$ cat config.mk
export PLATFORM = sky130hd
export DESIGN_NAME = dequantizer
export DESIGN_NICKNAME = d
export VERILOG_FILES = /design/src/rtl/dequantizer.sv
export SDC_FILE = /design/constraint.sdc
export NUM_CORES = 1
export LEC_CHECK = 0
export ABC_AREA = 1
export BUFFER_PORTS_ARGS = -buffer_cell sky130_fd_sc_hd__buf_4
export CORE_MARGIN = 2
export CORE_UTILIZATION = 41
export CTS_CLUSTER_DIAMETER = 50
export DETAILED_ROUTE_END_ITERATION = 6
export PLACE_DENSITY = 0.72
export SYNTH_ARGS = -nofsm -noshare
export SYNTH_HDL_FRONTEND = slang
export SYNTH_SLANG_ARGS = --single-unit
$ cat constraint.sdc
create_clock -name clk -period 2.3 [get_ports clk]
set_input_delay 0.46 -clock clk [delete_from_list [all_inputs] [get_ports clk]]
set_output_delay 0.46 -clock clk [all_outputs]
set_load 0.05 [all_outputs]
$ cat src/rtl/dequantizer.sv
// dequantizer: rebuilds 5-bit magnitudes from quantized samples into a valid/ready FIFO; DEQUANT_DITHER_EN enables lsb dither
module dequantizer #(
    parameter int DEPTH = 4
) (
    input  logic       clk,
    input  logic       rst_n,
    input  logic       in_valid,
    output logic       in_ready,
    input  logic [3:0] in_q,
    input  logic       in_scale,
    output logic       out_valid,
    input  logic       out_ready,
    output logic [4:0] out_data,
    output logic [7:0] sample_cnt,
    output logic [7:0] scaled_cnt
);
    localparam int AW = (DEPTH > 1) ? $clog2(DEPTH) : 1;
    localparam int CW = $clog2(DEPTH) + 1;
    logic [4:0]    mem_q [DEPTH];
    logic [AW-1:0] wr_q, wr_d, rd_q, rd_d;
    logic [CW-1:0] cnt_q, cnt_d;
    logic [7:0]    smp_q, smp_d, scl_q, scl_d;
    logic          push, pop, lsb;
    logic [4:0]    wdata;
    assign in_ready   = cnt_q != CW'(DEPTH);
    assign out_valid  = cnt_q != '0;
    assign push       = in_valid && in_ready;
    assign pop        = out_valid && out_ready;
    assign out_data   = mem_q[rd_q];
    assign sample_cnt = smp_q;
    assign scaled_cnt = scl_q;
    assign wdata      = in_scale ? {in_q, lsb} : {1'b0, in_q};
`ifdef DEQUANT_DITHER_EN
    logic tog_q;
    assign lsb = tog_q;
    // alternate the lsb across successive scaled samples
    always_ff @(posedge clk or negedge rst_n) begin
        if (!rst_n) tog_q <= 1'b0;
        else if (push && in_scale) tog_q <= ~tog_q;
    end
`else
    assign lsb = 1'b0;
`endif
    // pointer, occupancy and debug counter next state
    always_comb begin
        wr_d  = push ? ((wr_q == AW'(DEPTH - 1)) ? '0 : wr_q + 1'b1) : wr_q;
        rd_d  = pop ? ((rd_q == AW'(DEPTH - 1)) ? '0 : rd_q + 1'b1) : rd_q;
        cnt_d = cnt_q + CW'(push) - CW'(pop);
        smp_d = push ? smp_q + 8'd1 : smp_q;
        scl_d = (push && in_scale && scl_q != 8'hFF) ? scl_q + 8'd1 : scl_q;
    end
    // control state registers
    always_ff @(posedge clk or negedge rst_n) begin
        if (!rst_n) begin
            wr_q  <= '0;
            rd_q  <= '0;
            cnt_q <= '0;
            smp_q <= '0;
            scl_q <= '0;
        end else begin
            wr_q  <= wr_d;
            rd_q  <= rd_d;
            cnt_q <= cnt_d;
            smp_q <= smp_d;
            scl_q <= scl_d;
        end
    end
    // sample storage, cleared on reset so the idle head reads as zero
    always_ff @(posedge clk or negedge rst_n) begin
        if (!rst_n) begin
            for (int i = 0; i < DEPTH; i++) mem_q[i] <= '0;
        end else if (push) begin
            mem_q[wr_q] <= wdata;
        end
    end
endmodule
==> impl.org <==
** Power
- For this design the static power due to leakage is 1.43 nW.
- Part of the total power dissipated in sequential elements :: 36.9%
- In this run switching power makes up 49.6% of total power.
- Power density over the cells :: 1420 nW/um2
- Post-route total power :: 3.74 mW
- The clock network accounts for 12.2% of the total power.
- Pint :: 1.88 mW
- The worst-case IR drop observed on VDD is 0.745 mV.
- Per report_power, the combinational group accounts for 50.9% of the total.
- Switching Power :: 1.85 mW

** Min path
- Worst min path class :: in2async

** STA
- Number of max-slew violations in the final report :: 0
- Static timing analysis puts the maximum clock frequency at 0.469 GHz.
- The final count of hold timing violations was 0.
- Between clock sinks in the finished design, the worst skew comes to 0.00417 ns.
- Final Cycle Share :: 92.7%
- The worst path needs 2.13 ns of the cycle, external delays included.
- The worst pin sits at a relative slew slack of 59.1%.
- Fin Setup TNS :: 0 ns
- Final worst-path setup slack :: 0.167 ns
- Unrepaired setup endpoints after global routing :: false
- Transition time at the pin with the least slew margin :: 0.608 ns
- Setup violations remaining at the end of the flow were counted as 0.

** Placement
- Minimum setup slack after placement :: 0.180 ns
- Placed cell count :: 394
- Number of port buffers :: 31
- Routability congestion estimate from global placement :: 0.824
- Once detailed placement completed, the half-perimeter wirelength came to 3.35 mm.
- After detailed placement, the total cell area comes to 2550 um2.

** Global route
- The total overflow left after global routing is 0.
- GRT Total Usage :: 16.7%
- The number of antenna violations at the first check in global routing came to 0.
- Largest net degree at the start of global routing :: 44
- The first global-routing pass estimated 8.08 mm of wire.
- The via count of the first global-routing pass was 1819.

** Die
- The initial utilization of the core area, before any placement, comes to 43.2%.
- The die is 77.8 um tall.
- The core region is 5170 um2.
- 32 I/O pins were placed.
- Cell row count :: 26
- The floorplan step defined a die boundary enclosing 6060 um2.
- Horizontal extent of the die :: 77.8 um

** Worst setup path
- In this run the critical register-to-register path is launched from cnt_q[1].
- The critical path starts at cnt_q[1].
- The setup check on the worst reg-to-reg path leaves a slack of 0.17 ns.
- The critical path is of the reg2reg type.
- Capture point of the critical path :: cnt_q[2]
- CP endpoint kind :: flop
- Along the worst path, the maximum fanout reaches 4.
- Number of cells on the worst reg-to-reg path :: 7
- Data on the critical path is required at its endpoint by 2.46 ns.
- Element type at the critical path start :: flop
- Data on the critical path arrives at its endpoint at 2.30 ns.
- In this run the critical register-to-register path is captured at cnt_q[2].

** Routing
- After the first detailed-routing iteration, the DRC count stood at 130.
- DR WL/cell :: 11.6 um
- Sum of routed wire length over all layers :: 4.66 mm
- The routed layout has 1905 vias.
- After detailed routing, the number of vias per cell comes to 4.74.
- First-pass iteration count of the detailed router :: 4
- For this run, design rule violations remaining after detail routing come to 0.
- The count of nets left with antenna violations once routing finished came out at 0.

** Clock network
- Once the clock tree was built, the setup fixing pass inserted 0 buffers.
- Root Buffer :: sky130_fd_sc_hd__clkbuf_8
- Clock H-tree levels :: 2
- Total clock buffers created by CTS :: 5
- The longest clock path from root to sink contains 2 buffers.
- Clock Sink Count :: 43
- Post-CTS repair changed the size of 0 cells.
- Clock edge transition at the registers on the reported setup and hold paths :: 0.08 ns
- For this design, the CTS-stage hold fixing added 0 buffers.
- TritonCTS built the clock tree.
- The later pin in the worst-skew pair is clocked with a latency of 0.29 ns.

** Yosys
- Mapped Nets :: 314
- Number of instances in the synthesized netlist :: 295
- After synthesis the netlist holds a flip-flop and latch count of 43.
- Synthesized area per cell :: 7.58 um2
- The netlist uses 19 different library cells.
- Register area share after synthesis :: 48.1%
- Area of the mapped netlist :: 2240 um2
- The Yosys step of the flow raised 0 warnings.

** Layout
- Fin area :: 2640 um2
- Final Non-Filler Cells :: 402
- Nets@finish :: 350
- Area overhead of the layout relative to synthesis :: 17.9%
- Diode count :: 0
- After filler insertion, the fill cell instance count of the layout stands at 533.
- Cells with a size suffix above 1 make up 13.6% of the layout.

** Outcome
- Status :: complete, no violations

** Job
- Max-cap violations :: 0
==> placed cells by master (no fill, tap or decap), drive strengths merged, types with 3 or more instances in the layout <==
| master | count |
|---|---|
| dfrtp | 43 |
| xor2 | 3 |
| o21ai | 26 |
| clkbuf | 7 |
| nand3 | 14 |
| nand3b | 3 |
| nand2 | 129 |
| inv | 31 |
| buf | 32 |
| ha | 9 |
| o22ai | 5 |
| nor2 | 25 |
==> Yosys cell counts <==
master	number	area, um2
sky130_fd_sc_hd__dfrtp_1	43	1080
sky130_fd_sc_hd__nor2_1	25	93.8
sky130_fd_sc_hd__inv_2	3	11.3
sky130_fd_sc_hd__nand2_1	128	480
sky130_fd_sc_hd__xor2_1	3	26.3
sky130_fd_sc_hd__nand2_2	1	6.26
sky130_fd_sc_hd__clkbuf_1	2	7.51
sky130_fd_sc_hd__nand3_1	13	65.1
sky130_fd_sc_hd__o22ai_1	5	31.3
sky130_fd_sc_hd__nand3b_1	3	22.5
sky130_fd_sc_hd__fa_1	1	20.0
sky130_fd_sc_hd__a21oi_4	1	16.3
sky130_fd_sc_hd__ha_1	9	113
sky130_fd_sc_hd__xnor2_1	1	8.76
sky130_fd_sc_hd__buf_2	1	5.00
sky130_fd_sc_hd__a21boi_0	1	7.51
sky130_fd_sc_hd__nand3_2	1	10.0
sky130_fd_sc_hd__o21ai_0	26	130
sky130_fd_sc_hd__inv_1	28	105
==> layer usage <==
metal | GRT usage (%) | vias to the layer above | part of all wire, %
met5 | 0 | - | 0
met4 | 6.07 | 0 | 1.0
met3 | 3.84 | 4 | 3.0
met2 | 27.0 | 36 | 48
met1 | 21.9 | 876 | 48
li1 | - | 989 | -
==> stage by stage <==
stage	util [%]	hold slack (ns)
after floorplan	-	0.164
after global placement	49.4	0.461
after detailed placement	49.4	0.465
after CTS	50.9	0.168
after global routing	50.9	0.189
final	50.9	0.146
==> critical path: stages (launching register included) <==
cell                       delay [ns]
sky130_fd_sc_hd__dfrtp_1         0.41
sky130_fd_sc_hd__nor2_1          0.34
sky130_fd_sc_hd__a21boi_0        0.20
sky130_fd_sc_hd__ha_1            0.31
sky130_fd_sc_hd__inv_1           0.04
sky130_fd_sc_hd__ha_1            0.18
sky130_fd_sc_hd__fa_1            0.37
sky130_fd_sc_hd__xor2_1          0.17
==> sequential cells by signal (all words and copies together), names as in the netlist <==
name        cells
sample_cnt      8
scaled_cnt      8
cnt_q           3
mem_q          20
wr_q            2
rd_q            2
==> power groups by stage <==
stage / logic (mW) / clock network, mW / registers, mW
after CTS: 1.92 / 0.476 / 1.37
after floorplan: 1.14 / 0 / 1.59
after detailed placement: 1.91 / 0 / 1.38
after global placement: 1.88 / 0 / 1.38
after global routing: 2.11 / 0.509 / 1.43
final: 1.90 / 0.455 / 1.38
==> cell type report <==
type	count	area (um2)	share of cell area, %
clock buffers	7	76.3	2.90
clock inverters	1	5.00	0.190
repair buffers	32	240	9.12
flip-flops and latches	43	1080	40.8
inverters	31	116	4.42
well taps	70	87.6	3.32
multi-input cells	218	1030	39.2
==> logic make-up after synthesis <==
family	after synthesis	synth area share, %
and+or+nand+nor	171	30.3
DFF	43	48.1
buffers and inverters	34	5.76
AOI/OAI and AO/OA	33	8.28
adders and majority gates	10	5.93
xor gates and xnor gates	4	1.57
==> how the worst min path moves through the flow <==
| stage | start | end | slack [ns] | depth (start not counted) |
|---|---|---|---|---|
| finish | rst_n | mem_q[0] | 0.15 | 1 |
| global route | rst_n | mem_q[0] | 0.19 | 1 |
| CTS | rst_n | mem_q[18] | 0.17 | 1 |
| detailed placement | mem_q[7] | mem_q[7] | 0.46 | 2 |
| global placement | mem_q[5] | mem_q[5] | 0.46 | 2 |
| floorplan | rst_n | cnt_q[0] | 0.16 | 0 |
(Power assumes the default switching activity.)
